--- src/rtl/vga_timing_decoder.sv ---
// vga_timing_decoder
//   Sink-side VGA timing recovery. Registers incoming hsync/vsync/activevideo/color_px,
//   recovers the current pixel coordinates, measures line/frame geometry and declares
//   lock once LOCK_FRAMES consecutive frames agree.
//
// Parameters
//   HW          width of horizontal counters and measurements (saturating)
//   VW          width of vertical counters and measurements (saturating)
//   LOCK_FRAMES consecutive matching frames needed for lock (1..7)
//
// Ports
//   clk, rst              pixel clock, synchronous active-high reset
//   hsync, vsync          active-low syncs
//   activevideo, color_px data enable and 3-bit RGB pixel (bit 2 = R, bit 0 = B)
//   px_valid, color_out   registered enable / pixel (pixel zeroed when not valid)
//   x_px, y_px            coordinates of the current visible pixel, 0 when not valid
//   line_start            one-cycle pulse per hsync falling edge
//   frame_start           one-cycle pulse per vsync falling edge
//   h_total, v_total      clocks per line, lines per frame (last measurement)
//   h_active, v_active    visible pixels per line, visible lines per frame
//   locked, lock_lost     lock status and one-cycle pulse on losing lock
//   err_count             (only with VGA_DEC_ERRCNT_EN) saturating error counter
//
// Optional feature macro: VGA_DEC_ERRCNT_EN adds err_count.
module vga_timing_decoder #(
  parameter int unsigned HW          = 11,
  parameter int unsigned VW          = 10,
  parameter int unsigned LOCK_FRAMES = 2
) (
  input  logic          clk,
  input  logic          rst,
  input  logic          hsync,
  input  logic          vsync,
  input  logic          activevideo,
  input  logic [2:0]    color_px,
  output logic          px_valid,
  output logic [2:0]    color_out,
  output logic [9:0]    x_px,
  output logic [9:0]    y_px,
  output logic          line_start,
  output logic          frame_start,
  output logic [HW-1:0] h_total,
  output logic [VW-1:0] v_total,
  output logic [HW-1:0] h_active,
  output logic [VW-1:0] v_active,
  output logic          locked,
  output logic          lock_lost
`ifdef VGA_DEC_ERRCNT_EN
  ,
  output logic [7:0]    err_count
`endif
);

  localparam logic [HW-1:0] HMax      = {HW{1'b1}};
  localparam logic [VW-1:0] VMax      = {VW{1'b1}};
  localparam logic [9:0]    CMax      = 10'h3ff;
  localparam logic [2:0]    LockFrames = 3'(LOCK_FRAMES);

  typedef enum logic [1:0] {StSearch, StMeasure, StLocked} state_e;

  // Input stage and edge-detect history
  logic       s_hs_q, s_vs_q, s_de_q;
  logic [2:0] s_color_q;
  logic       p_hs_q, p_vs_q, p_de_q;
  logic       armed_q;
  logic       hs_fall, vs_fall, de_fall;

  // Counters
  logic [HW-1:0] hc_q, hc_d, hc_inc, h_total_d;
  logic [VW-1:0] vc_q, vc_d, vc_line, v_total_d;
  logic [HW-1:0] hac_q, hac_d, h_active_d;
  logic [VW-1:0] vac_q, vac_d, vac_line, v_active_d;
  logic [9:0]    xc_q, xc_d, yc_q, yc_d;
  logic          line_err_q, line_err_d, line_err_eval, h_mismatch;
  logic          hc_sat_rise, frame_match;

  // Lock FSM
  state_e     state_q, state_d;
  logic [2:0] mc_q, mc_d, mc_inc;
  logic       lock_lost_d;

  assign hs_fall = p_hs_q & ~s_hs_q;
  assign vs_fall = p_vs_q & ~s_vs_q;
  assign de_fall = p_de_q & ~s_de_q;

  always_comb begin
    hc_inc     = (hc_q == HMax) ? hc_q : hc_q + 1'b1;
    hc_d       = hs_fall ? '0 : hc_inc;
    h_total_d  = hs_fall ? hc_inc : h_total;
    h_mismatch = hs_fall && (hc_inc != h_total);
    // A line closing in the vs_fall cycle still belongs to the frame being judged.
    line_err_eval = line_err_q | h_mismatch;
    line_err_d    = vs_fall ? 1'b0 : line_err_eval;

    vc_line   = (hs_fall && (vc_q != VMax)) ? vc_q + 1'b1 : vc_q;
    vc_d      = vs_fall ? '0 : vc_line;
    v_total_d = vs_fall ? vc_line : v_total;

    hac_d      = de_fall ? '0 : ((s_de_q && (hac_q != HMax)) ? hac_q + 1'b1 : hac_q);
    h_active_d = de_fall ? hac_q : h_active;
    vac_line   = (de_fall && (vac_q != VMax)) ? vac_q + 1'b1 : vac_q;
    vac_d      = vs_fall ? '0 : vac_line;
    v_active_d = vs_fall ? vac_line : v_active;

    xc_d = de_fall ? '0 : ((s_de_q && (xc_q != CMax)) ? xc_q + 1'b1 : xc_q);
    yc_d = vs_fall ? '0 : ((de_fall && (yc_q != CMax)) ? yc_q + 1'b1 : yc_q);

    hc_sat_rise = (hc_q != HMax) && (hc_d == HMax);
    frame_match = !line_err_eval && (v_total_d == v_total) && (hc_q != HMax);
  end

  always_comb begin
    state_d     = state_q;
    mc_d        = mc_q;
    lock_lost_d = 1'b0;
    mc_inc      = mc_q + 3'd1;
    unique case (state_q)
      StSearch: begin
        if (vs_fall) begin
          state_d = StMeasure;
          mc_d    = '0;
        end
      end
      StMeasure: begin
        if (vs_fall) begin
          if (frame_match) begin
            mc_d = mc_inc;
            if (mc_inc >= LockFrames) state_d = StLocked;
          end else begin
            mc_d = '0;
          end
        end
      end
      StLocked: begin
        if ((vs_fall && !frame_match) || hc_sat_rise) begin
          state_d     = StSearch;
          mc_d        = '0;
          lock_lost_d = 1'b1;
        end
      end
      default: state_d = StSearch;
    endcase
  end

`ifdef VGA_DEC_ERRCNT_EN
  logic       line_err_set;
  logic [8:0] err_sum;
  logic [7:0] err_d;
  always_comb begin
    line_err_set = h_mismatch && !line_err_q && (state_q == StLocked);
    err_sum      = {1'b0, err_count} + {8'd0, line_err_set} + {8'd0, lock_lost_d};
    err_d        = err_sum[8] ? 8'hff : err_sum[7:0];
  end

  always_ff @(posedge clk) begin
    if (rst) err_count <= '0;
    else     err_count <= err_d;
  end
`endif

  always_ff @(posedge clk) begin
    if (rst) begin
      // Syncs idle high so a sync already low at release is not an edge.
      s_hs_q      <= 1'b1;
      s_vs_q      <= 1'b1;
      s_de_q      <= 1'b0;
      s_color_q   <= '0;
      p_hs_q      <= 1'b1;
      p_vs_q      <= 1'b1;
      p_de_q      <= 1'b0;
      armed_q     <= 1'b0;
      hc_q        <= '0;
      vc_q        <= '0;
      hac_q       <= '0;
      vac_q       <= '0;
      xc_q        <= '0;
      yc_q        <= '0;
      line_err_q  <= 1'b0;
      state_q     <= StSearch;
      mc_q        <= '0;
      px_valid    <= 1'b0;
      color_out   <= '0;
      x_px        <= '0;
      y_px        <= '0;
      line_start  <= 1'b0;
      frame_start <= 1'b0;
      h_total     <= '0;
      v_total     <= '0;
      h_active    <= '0;
      v_active    <= '0;
      locked      <= 1'b0;
      lock_lost   <= 1'b0;
    end else begin
      s_hs_q    <= hsync;
      s_vs_q    <= vsync;
      s_de_q    <= activevideo;
      s_color_q <= color_px;
      // First sample after reset seeds the history with the pin itself.
      p_hs_q    <= armed_q ? s_hs_q : hsync;
      p_vs_q    <= armed_q ? s_vs_q : vsync;
      p_de_q    <= armed_q ? s_de_q : activevideo;
      armed_q   <= 1'b1;

      hc_q       <= hc_d;
      vc_q       <= vc_d;
      hac_q      <= hac_d;
      vac_q      <= vac_d;
      xc_q       <= xc_d;
      yc_q       <= yc_d;
      line_err_q <= line_err_d;
      state_q    <= state_d;
      mc_q       <= mc_d;

      px_valid    <= s_de_q;
      color_out   <= s_de_q ? s_color_q : 3'd0;
      x_px        <= s_de_q ? xc_q : 10'd0;
      y_px        <= s_de_q ? yc_q : 10'd0;
      line_start  <= hs_fall;
      frame_start <= vs_fall;
      h_total     <= h_total_d;
      v_total     <= v_total_d;
      h_active    <= h_active_d;
      v_active    <= v_active_d;
      locked      <= (state_d == StLocked);
      lock_lost   <= lock_lost_d;
    end
  end

endmodule

--- config.mk ---
export PLATFORM = sky130hd
export DESIGN_NAME = vga_timing_decoder
export DESIGN_NICKNAME = d
export VERILOG_FILES = /design/src/rtl/vga_timing_decoder.sv
export SDC_FILE = /design/constraint.sdc
export NUM_CORES = 1
export LEC_CHECK = 0
export ABC_AREA = 1
export BUFFER_PORTS_ARGS = -buffer_cell sky130_fd_sc_hd__clkbuf_2
export CORE_MARGIN = 5
export CORE_UTILIZATION = 55
export CTS_BUF_LIST = sky130_fd_sc_hd__clkbuf_16
export DETAILED_ROUTE_END_ITERATION = 12
export PLACE_DENSITY = 0.76
export SETUP_SLACK_MARGIN = 0.4
export SLEW_MARGIN = 20
export SYNTH_ARGS = -nofsm -noshare
export SYNTH_HDL_FRONTEND = slang
export SYNTH_SLANG_ARGS = --single-unit
--- constraint.sdc ---
create_clock -name clk -period 2.85 [get_ports clk]
set_input_delay 0.855 -clock clk [delete_from_list [all_inputs] [get_ports clk]]
set_output_delay 0.855 -clock clk [all_outputs]
set_load 0.05 [all_outputs]
==> After elaboration in Yosys (flattened, before gate mapping) <==
Index checks and enable logic that the tools add are counted.
{ "totals": {"out_inout_bits": 70, "regBits": 148, "in_bits": 8, "wordCells": 102} }
{ "classes": {"n_reduce_logical": 20, "n_mux": 21, "addsub": 7, "n_lt_le_gt_ge": 1, "eq_ne": 16, "n_bitwise": 8} }
{ "op_table": {"columns": ["cell", "n"], "rows": [
  ["10-bit by 1-bit adder with 10-bit output (second input constant)", 4],
  ["10-bit != test (second input constant)", 4],
  ["10-bit two-way mux", 3],
  ["11-bit by 1-bit adder with 11-bit output (second input constant)", 2],
  ["11-bit == test (second input constant)", 2],
  ["11-bit two-way mux", 2],
  ["11-bit != test (second input constant)", 2],
  ["3-bit two-way mux", 4],
  ["11-bit != test", 1],
  ["10-bit == test", 1],
  ["1-bit logical AND", 10],
  ["2-bit two-way mux", 5],
  ["3-bit case mux with 3 select lines", 1],
  ["2-bit OR reduction", 4],
  ["2-bit != test (second input constant)", 3],
  ["2-bit case mux with 3 select lines", 1],
  ["1-bit two-way mux", 5],
  ["2-bit == test (second input constant)", 2],
  ["1-bit inverter", 4],
  ["4-bit AND reduction", 1],
  ["3-bit by 1-bit adder with 3-bit output (second input constant)", 1],
  ["1-bit AND", 3],
  ["3-bit by 2-bit greater-or-equal comparator with 1-bit output (second input constant)", 1],
  ["3-bit nonzero test", 1],
  ["5 further kinds", 6]
]} }

==> Depth between registers and ports, before layout <==
{ "depth": {"ltp_word": 14, "mapped_depth": 21, "mapped_depth_nobuf": 21} }

==> Worst setup path before layout <==
OpenSTA, ideal clock, no wires.
{ "synth_timing": {"path_kind": "register to register", "start": "register vc_q[0]", "end": "register mc_q[0]", "stages_incl_launch_ff": 22, "synth_period_minus_slack_ns": 2.227, "path_buffers": 1, "setup_slack_ns": 0.623, "setup_time_ns": 0.115, "required_ns": 2.735, "arrival_ns": 2.112, "cell_sequence": "dfxtp_1 ha_1 nand2_1 nor2_1 nand3_2 buf_6 nand3_1 nand2_2 nand3_2 nand2_1 inv_1 nand2_1 nor2_1 nand2_1 nor2_2 nand2_2 nand2_2 nand2_2 nand2_4 nand3_1 nand2_1 nor2_1"} }
{ "synth_between": {"elab_chain_len": 12, "elab_cells_between_ends": 16, "classes_between": "add/sub (1); eq/ne (3); mux (5); reduce/logical (7)"} }
{ "synth_rtl": {"columns": ["element", "line_no", "text"], "rows": [
  ["start: declaration", "70", "logic [VW-1:0] vc_q, vc_d, vc_line, v_total_d;"],
  ["start signal: assignment", "205", "vc_q <= vc_d;"],
  ["branches (longest 2 deep; another with 10-bit by 1-bit adder with 10-bit output)", null, null],
  ["10-bit two-way mux (*)", "95", "vc_line = (hs_fall && (vc_q != VMax)) ? vc_q + 1'b1 : vc_q;"],
  ["10-bit two-way mux (*)", "97", "v_total_d = vs_fall ? vc_line : v_total;"],
  ["10-bit == test (*)", "109", "frame_match = !line_err_eval && (v_total_d == v_total) && (hc_q != HMax);"],
  ["1-bit logical AND (*) (2 in series)", "109", null],
  ["1-bit logical NOT", "135", "if ((vs_fall && !frame_match) || hc_sat_rise) begin"],
  ["1-bit logical AND", "135", null],
  ["1-bit logical OR", "135", null],
  ["2-bit != test (no line)", null, null],
  ["4-bit AND reduction (no line)", null, null],
  ["end signal: assignment", "212", "mc_q <= mc_d;"],
  ["end: declaration", "79", "logic [2:0] mc_q, mc_d, mc_inc;"]
]} }
Every way passes the cells marked *. The select of a mux whose other input is x is not followed.
A chain may end at the register's enable or synchronous reset.

==> Worst setup path after layout <==
{ "layout_timing": {"start": "register vc_q[0]", "end": "register mc_q[1]"} }
Same word-level chain as after synthesis.

==> metrics.yaml <==
min_from: "s_color_q[0]$_SDFF_PP0_"
peakVddDrop_uv: 388
max_stage_delay_ps: 390
yosys.area.top_type: "dfxtp_1"
synthCells: 839
synth.top_cell.area_share: 0.474
muxShareOfSynthArea: 0.00160
crit_family: "simple AND/OR/NAND/NOR gates"
rsz0062_at_grt: "true"
slew-limit-headroom: 0.531
worst_slack_ps: 367
fin_hold_ws_ps: 409
die_area_um2: 13600
grt_pass1_wl_um: 23300
p_switching_mw: 1.14
drive_gt1_frac: 0.207
num_antenna_cells: 0
cellPowerDensity_nw_per_um2: 603
mappedNetlistArea_um2: 6250
cts_root_buf: "clkbuf_16"
critPathCaptureType: "flop"
finalCritPeriodShare: 0.871
overflow: 0
switching_share: 0.246
min_period_ps: 2480
worstPathRequired_ps: 3210
arrival_ps: 2840
outcome: "completed"
finalSetupTns_ps: 0
finalHoldViolCount: 0
antenna_found_initial: 0
final_nets: 953
cp_common_cell: "nand2_1"
fp.dieW_um: 117
synthSimpleGateAreaFrac: 0.293
finalNonFillerCells: 1091
hpwl_um: 9440
slowest_stage: "dfxtp_4"
hp-class: "reg2reg"
grt_pass1_vias: 5237
wl_per_cell_um: 13.4
tightest_slew_ps: 703
htreeDepth: 4
synth-compound-area-share: 0.0985
numCtsBuffers: 17
wl_um: 14600
grt_max_degree: 46
drv_slew: 0
firstDrtPassIters: 5
gp_congestion: 0.871
ant_nets: 0
synth_cell_type_count: 40
fp.coreArea_um2: 11300
synth_nets: 855
syn_to_final_growth_pct: 22.9
p_leak_nw: 3.20
final.setup_skew_ps: 6.49
drc: 0
drv_cap: 0
dieHeight_um: 117
dp_cells: 1047
worstPathBufferInverterCount: 2
worst-path-max-fanout: 7
p_comb_frac: 0.084
path_cells: "ha_4, nand2_4, nor2_4, nand3_4, nand2_4, inv_2, nand2_1, nand2_2, nand4_1, nand2_1, nor2_2, nand2_1, nor2_2, nand2_2, buf_4, nor3_1, a21oi_1, nor2_1"
synth_top_family_by_area: "simple AND/OR/NAND/NOR gates"
numPortBuffers: 77
row_count: 39
io_pins: 78
p_int_mw: 3.49
clk_latency_ps: 420
clock-sinks: 148
cts.clk_slew.worst_paths_ps: 60
synth-adder-area-share: 0.0160
setup_viol_count_final: 0
pwr-share-clk: 0.449
ys_top_cells_by_area: "dfxtp_1, nand2_1, inv_1"
ys_seq_area_frac: 0.474
max_freq_mhz: 403
clk_path_buf_depth: 2
synth_area_per_cell_um2: 7.45
path_class: "reg2reg"
drtIter0Drc: 402
yosys_warnings: 0
place_ws_ps: 173
num_vias: 5687
ys_seq_elements: 148
worst_r2r_startpoint: "vc_q[0]$_SDFF_PP0_"
post_drt_via_cell_ratio: 5.21
cts_hold_buf: 0
synth_xor_area_frac: 0.0250
grt_usage: 0.212
tritoncts: "built"
start_util: 0.554
cp-startpoint: "vc_q[0]$_SDFF_PP0_"
setup.worst_path.start_class: "flop"
sequentialPowerShare: 0.466
## Yosys cell counts
cell	number
a211oi_1	11
or2_1	1
nand2_2	8
o21bai_1	3
nand3_1	56
or2_2	3
nand4_1	26
nand3b_1	4
xor2_2	1
mux2i_1	1
dfxtp_1	148
xor2_1	9
a221oi_1	2
nor4_1	4
nand3_2	4
buf_6	1
o22ai_1	10
ha_1	8
o21ai_0	38
a21oi_1	42
nand2_1	154
nor2_8	1
clkbuf_1	15
a21oi_2	1
buf_2	1
xnor2_1	7
o21a_1	1
nor3_1	17
clkinv_1	3
nand3_4	1
nor3_2	1
a31oi_1	1
o211ai_1	1
buf_1	3
nor2_2	4
nand2_4	2
nor2_4	2
inv_1	125
nor2_1	116
inv_2	3
## worst register-to-register path, cell delays in order, from the launching register on
cell     delay (ps)
dfxtp_4         390
ha_4            180
nand2_4          60
nor2_4          150
nand3_4         150
nand2_4         180
inv_2            70
nand2_1          80
nand2_2          60
nand4_1          70
nand2_1          80
nor2_2          150
nand2_1          80
nor2_2          130
nand2_2          80
buf_4           160
nor3_1          180
a21oi_1          70
nor2_1           90
## metrics by stage
step                power (mW)  utilization  area [µm²]
floorplan                 2.46            -        6250
CTS                       4.61        0.656        7390
global placement          2.55        0.603        6790
finish                    4.63        0.682        7680
detailed placement        2.55        0.603        6790
global route              4.79        0.682        7680
## cell type report
type / instances / area, µm²
Fill cell: 919 / 3590
Sequential cell: 148 / 2980
Multi-Input combinational cell: 542 / 2950
Timing Repair Buffer: 97 / 536
Inverter: 131 / 492
Clock buffer: 17 / 425
Tap cell: 143 / 179
Clock inverter: 13 / 120
## power by group through the flow
stage                     registers [mW]  clock network (mW)  logic (mW)
final                               2.16                2.08       0.391
after global routing                2.17                2.19       0.433
after CTS                           2.16                2.10       0.356
after detailed placement            2.20                   0       0.350
after global placement              2.20                   0       0.348
after floorplan                     2.28                   0       0.183
## logic make-up after synthesis
group | Yosys count
simple gates | 404
buf+inv | 151
flops | 148
compound gates | 110
xor+xnor | 17
fa+ha+maj | 8
mux | 1
## repair_timing
action | CTS | global route
setup endpoints to repair | 7 | 8
resized for setup | 9 | 49
cloned | 1 | 1
endpoints found under the hold margin | 0 | 0
setup buffers | 1 | 11
pin swaps | 1 | 27
## sequential cells by signal, indices dropped and copies added, names as in the netlist, 10 cells and up
signal    flops
h_active     11
h_total      11
hac_q        11
hc_q         11
v_active     10
v_total      10
vac_q        10
vc_q         10
x_px         10
xc_q         10
y_px         10
yc_q         10
## per-layer routing
layer / global-route usage / wire length, µm
met5: 0 / 0
met4: 0.0719 / 236
met3: 0.0518 / 754
met2: 0.360 / 7240
met1: 0.264 / 6400
## layout by cell type, fill, tap and decap left out, drive strengths merged, types with 8 or more instances in the layout
master  count
a211oi     11
a21oi      43
buf        20
clkbuf     94
clkinv     10
dfxtp     148
ha          8
inv       131
nand2     164
nand3      63
nand4      26
nor2      123
nor3       18
o21ai      38
o22ai      10
xor2       10
## path summary, 6_finish.rpt
path	endpoint	cells after the start	slack, ps
setup / recovery	mc_q[1]$_SDFFE_PP0P_	18	370
hold / removal	color_out[0]$_SDFF_PP0_	2	410
setup reg to reg	mc_q[1]$_SDFFE_PP0P_	18	370
hold reg to reg	color_out[0]$_SDFF_PP0_	2	410
Note: power is estimated with default switching activity, not from simulation.
